## src/rtl/traffic_timer.sv

```systemverilog
// Two-road countdown timer: a shared one-second prescaler drives per-road counters
// that reload on each lamp phase change. Optional freeze input enabled by TRAFFIC_TIMER_HOLD_EN.
module traffic_timer #(
  parameter int TICK_DIV = 4,
  parameter int GREEN_T  = 5,
  parameter int YELLOW_T = 2,
  parameter int RED_T    = 7
) (
  input  logic       clk,
  input  logic       rst,
  input  logic       rstc,
  input  logic [2:0] signal1,
  input  logic [2:0] signal2,
  output logic       zero1,
  output logic       zero2,
  output logic [7:0] count1,
  output logic [7:0] count2,
  output logic       tick
`ifdef TRAFFIC_TIMER_HOLD_EN
  ,
  input  logic       hold
`endif
);

  localparam int PW = $clog2(TICK_DIV);
  localparam logic [PW-1:0] PRE_MAX = PW'(TICK_DIV - 1);

  logic [PW-1:0] r_prescaler;
  logic [7:0]    r_count1;
  logic [7:0]    r_count2;
  logic [2:0]    r_sigPrev1;
  logic [2:0]    r_sigPrev2;

  logic       w_hold;
  logic       w_tick;
  logic       w_load1;
  logic       w_load2;
  logic [7:0] w_dur1;
  logic [7:0] w_dur2;

  // Only a clean one-hot lamp state has a duration; dark or conflicting lamps give 0.
  function automatic logic [7:0] phaseDuration(input logic [2:0] sig);
    case (sig)
      3'b001:  return 8'(GREEN_T);
      3'b010:  return 8'(YELLOW_T);
      3'b100:  return 8'(RED_T);
      default: return 8'd0;
    endcase
  endfunction

`ifdef TRAFFIC_TIMER_HOLD_EN
  assign w_hold = hold;
`else
  assign w_hold = 1'b0;
`endif

  assign w_tick  = !rst && !w_hold && (r_prescaler == PRE_MAX);
  assign w_load1 = rstc || (signal1 != r_sigPrev1);
  assign w_load2 = rstc || (signal2 != r_sigPrev2);
  assign w_dur1  = phaseDuration(signal1);
  assign w_dur2  = phaseDuration(signal2);

  assign tick   = w_tick;
  assign count1 = r_count1;
  assign count2 = r_count2;
  assign zero1  = rst || (r_count1 == 8'd0);
  assign zero2  = rst || (r_count2 == 8'd0);

  // A reload restarts the second so the first tick lands a full TICK_DIV cycles later.
  always_ff @(posedge clk) begin
    if (rst) begin
      r_prescaler <= '0;
    end else if (rstc) begin
      r_prescaler <= '0;
    end else if (!w_hold) begin
      r_prescaler <= (r_prescaler == PRE_MAX) ? '0 : r_prescaler + 1'b1;
    end
  end

  always_ff @(posedge clk) begin
    if (rst) begin
      r_count1   <= 8'd0;
      r_count2   <= 8'd0;
      r_sigPrev1 <= 3'b000;
      r_sigPrev2 <= 3'b000;
    end else begin
      r_sigPrev1 <= signal1;
      r_sigPrev2 <= signal2;
      if (w_load1) begin
        r_count1 <= w_dur1;
      end else if (w_tick && (r_count1 != 8'd0)) begin
        r_count1 <= r_count1 - 8'd1;
      end
      if (w_load2) begin
        r_count2 <= w_dur2;
      end else if (w_tick && (r_count2 != 8'd0)) begin
        r_count2 <= r_count2 - 8'd1;
      end
    end
  end

endmodule

```

## config.mk

```make
export PLATFORM = sky130hd
export DESIGN_NAME = traffic_timer
export DESIGN_NICKNAME = d
export VERILOG_FILES = /design/src/rtl/traffic_timer.sv
export SDC_FILE = /design/constraint.sdc
export NUM_CORES = 1
export LEC_CHECK = 0
export ABC_CLOCK_PERIOD_IN_PS = 2300
export CORE_MARGIN = 4
export CORE_UTILIZATION = 47
export DETAILED_ROUTE_END_ITERATION = 6
export PLACE_DENSITY = 0.75
export SLEW_MARGIN = 25
export SYNTH_ARGS = -nofsm -noshare
export SYNTH_HDL_FRONTEND = slang
export SYNTH_SLANG_ARGS = --single-unit
```

## constraint.sdc

```tcl
create_clock -name clk -period 2.3 [get_ports clk]
set_clock_uncertainty 0.15 [all_clocks]
set_input_delay 0.345 -clock clk [delete_from_list [all_inputs] [get_ports clk]]
set_output_delay 0.345 -clock clk [all_outputs]
set_load 0.01 [all_outputs]
```

==> impl_results.md, run 1 <==
* Run status: complete, no violations
* TritonRoute pass-1 iters at 4
* Synthesized cell area at 1232 um^2
* Number of DRC violations after detailed routing at 0
* Count of boundary I/O pins at 28
* Psw at 0.2027 mW
* Category of the worst setup path launch point: flip-flop
* Wire length of the first global-routing pass at 4.698 mm
* Count of flip-flops with a built-in enable after synthesis at 0
* HP Class: reg -> reg
* Pwr/cell area at 465.9 nW/um^2
* DRT antenna net count at 0
* Post-layout util at 65.97%
* Via count of the first global-routing pass at 1102
* Detailed router's first-iteration violation count at 23
* Min-Delay Endpoint: r_prescaler[0]
* Mapped Cells at 141
* Routed wire length at 2.718 mm
* Cell count of the worst reg-to-reg path at 7
* Layout cells sized above 1 at 13.41%
* Die height at 59.21 um
* CORE AREA at 2500 um^2
* Period utilisation layout at 94.01%
* Total number of placement rows at 18
* Number of filler instances in the final layout at 221
* Cell area after layout at 1649 um^2
* Commonest non-fill, non-tap cells in the layout: sky130_fd_sc_hd__clkdlybuf4s50_1 (25), sky130_fd_sc_hd__dfxtp_1 (24), sky130_fd_sc_hd__nor2_1 (15)
* Yosys warning total at 0
* Signal arrival time at the worst endpoint at 1.67 ns
* Sequential Power Share at 57.6%
* Slew at the pin closest to its max-slew limit at 0.5061 ns
* Flip-flop and latch count after synthesis at 24
* Port Buf Inserts at 27
* Largest incremental delay on the critical path at 0.55 ns
* Design Power at 0.7683 mW
* Clock latency on the worst-skew pair at 0.31 ns
* Capturing point of the worst reg2reg path: count1[5]
* Share of total power consumed by net switching at 26.38%
* Vias per inst at 5.368
* Die X-Extent at 59.21 um
* Max-cap check violation count at 0
* Starting density of the core at 49.30%
* Average wire per cell in the routed design at 13.00 um
* Initial antenna violation count at 0
* Syn avg cell area at 8.741 um^2
* Maximum clock frequency at 462.5 MHz
* Final worst-path setup slack at 0.1378 ns
* Max Fanout on Critical Path at 7
* Hold-fix buffers at CTS at 0
* Pin count of the biggest net entering global routing at 13
* Internal portion of total power at 0.5656 mW
* Number of endpoints failing setup at the final stage at 0
* Antenna fix cells at 0
* Maximum buffer depth of the clock tree at 2
* Placed cell area at 1610 um^2
* Last weighted congestion value of the routability-driven placer at 0.8039
* Final hold violation count at 0
* Via total after detailed routing at 1122
* Pins Over Slew Limit at 0
* Sequence of cells on the critical path: ha_2 > nand2b_1 > inv_2 > clkdlybuf4s50_1
* Global routing usage summed across all routing layers at 17.35%
* Post-Place Setup Slack at 0.04378 ns
* Cell chosen for the clock root: sky130_fd_sc_hd__clkbuf_4
* Max-slew headroom at 65.39%
* RSZ-0062 raised after global routing: false
* TritonCTS clock tree: built
* Critical path class: reg -> out
* Hold Crit Start: r_prescaler[0]
* Register-to-Register Setup Slack at 0.44 ns
* Post-Synthesis Net Count at 153
* Clk pin slew, worst setup/hold paths at 0.13 ns
* Async set or reset register ratio after synthesis at 0%
* Worst flop-to-flop path startpoint: count1[0]
* Lkg Pwr at 0.6131 nW
* Half-perimeter wire length of the detailed placement result at 2.165 mm
* Number of clock sinks at 24
* Crit path capture type: output port
* Share of synthesized area occupied by flip-flops and latches at 38.98%
* Worst Hold Depth at 1
* Final critical delay including setup and external delays at 2.162 ns
* Proportion of power drawn by combinational gates at 18.0%
* Crit path required time at 1.80 ns
* Number of nets in the finished design at 193
* Area growth from synthesis to layout at 33.81%
* Count of distinct cell types in the synthesized netlist at 36
* Area of the die at 3505 um^2
* Remaining Overflow, GRT at 0
* Final TNS setup at 0 ns
* Max stage delay cell, worst path: sky130_fd_sc_hd__clkdlybuf4s50_1
* Number of buffers added by the clock tree synthesis step at 3
* Synth Flop Type: sky130_fd_sc_hd__dfxtp_1
* IR Drop Worst-Case VDD at 0.0003275 V
* Power share of the clock group at 24.3%
* CTS H-Tree Depth at 1
* Most common cell after layout, fill and taps aside: sky130_fd_sc_hd__clkdlybuf4s50_1
-- power by group through the flow --
stage               Sequential, mW  Combinational (mW)  Clock (mW)
floorplan                    0.453              0.0705           0
global placement             0.451               0.136           0
detailed placement           0.452               0.138           0
CTS                          0.443               0.139       0.199
global route                 0.445               0.153       0.213
finish                       0.443               0.139       0.187
-- cell type report --
class / instances / area, um^2 / share of cell area [%]
sequential: 24 / 480.5 / 29.14
clock buffer: 3 / 22.52 / 1.366
multi-input combinational: 103 / 716.9 / 43.48
timing repair buffer: 38 / 350.3 / 21.24
inverter: 11 / 41.29 / 2.504
tap: 30 / 37.54 / 2.276
-- stage by stage --
step / std cells / hold slack [ns]
6_report: 209 / 0.2969
5_1_grt: 209 / 0.3234
3_3_place_gp: 206 / 0.2655
2_1_floorplan: 141 / 0.2543
4_1_cts: 209 / 0.2918
3_5_place_dp: 206 / 0.2730
-- worst max-delay path by stage --
stage | from | to | slack, ns | depth (start not counted)
CTS | r_prescaler[0] | tick | 0.06 | 4
detailed placement | rst | count1[5] | 0.04 | 5
global placement | rst | count1[1] | 0.10 | 5
floorplan | rstc | count1[1] | 0.56 | 5
finish | r_prescaler[0] | tick | 0.14 | 4
global route | r_prescaler[0] | tick | 0.0009 | 4
-- sequential cells by signal, indices dropped and copies added (netlist names) --
name / cells
count1: 8
r_prescaler: 2
r_sigPrev2: 3
count2: 8
r_sigPrev1: 3
-- worst max-delay path, delay by kind of cell (launching register included) --
kind	cells	cell delay, ns
DFF	1	0.36
buffers and inverters	2	0.67
adders and majority gates	1	0.23
and+or+nand+nor	1	0.09
-- kinds of logic (layout without fill, tap and decap cells) --
group / count (synthesis) / count (layout) / share of synthesized area (%)
xor+xnor: 16 / 16 / 11.37
fa+ha+maj: 3 / 3 / 3.046
flops: 24 / 24 / 38.98
mux: 3 / 3 / 2.538
buf+inv: 14 / 52 / 4.365
compound gates: 26 / 26 / 15.23
simple gates: 55 / 55 / 24.47
-- per-layer routing --
layer / global-route usage (%) / wire length (um)
met3: 1.961 / 115
met1: 21.02 / 1222
met2: 30.42 / 1326
met5: 0 / 0
met4: 7.767 / 53
-- timing repair --
action,in CTS,in global routing
resized for setup,6,1
hold endpoints to repair,0,0
cloned,0,0
setup buffers,0,0
endpoints found under the setup margin,2,1
-- cells in the mapped netlist, drive strengths merged (3+ instances only) --
| master | count | share of area, % |
|---|---|---|
| nor4 | 6 | 3.6 |
| or4 | 5 | 3.0 |
| nand3 | 3 | 1.2 |
| nand2 | 6 | 1.8 |
| nor2b | 7 | 3.6 |
| o21ai | 4 | 1.9 |
| or3 | 4 | 2.0 |
| a21oi | 6 | 2.4 |
| inv | 11 | 3.4 |
| xor2 | 6 | 4.3 |
| xnor2 | 10 | 7.1 |
| nand2b | 3 | 1.5 |
| dfxtp | 24 | 39 |
| a31oi | 5 | 2.5 |
| nor2 | 15 | 4.6 |
| ha | 3 | 3.0 |
Power figures use the tool's default switching activity.
==> run 2: changes to the inputs <==
SKIP_LAST_GASP = 1   (was unset)
==> results of run 2 <==
The final DEF is identical to that of run 1; final timing and power are the same.
==> run 3: changes to the inputs <==
SKIP_LAST_GASP = unset   (was 1)
==> results of run 3 <==
The final DEF is identical to that of run 1; final timing and power are the same.
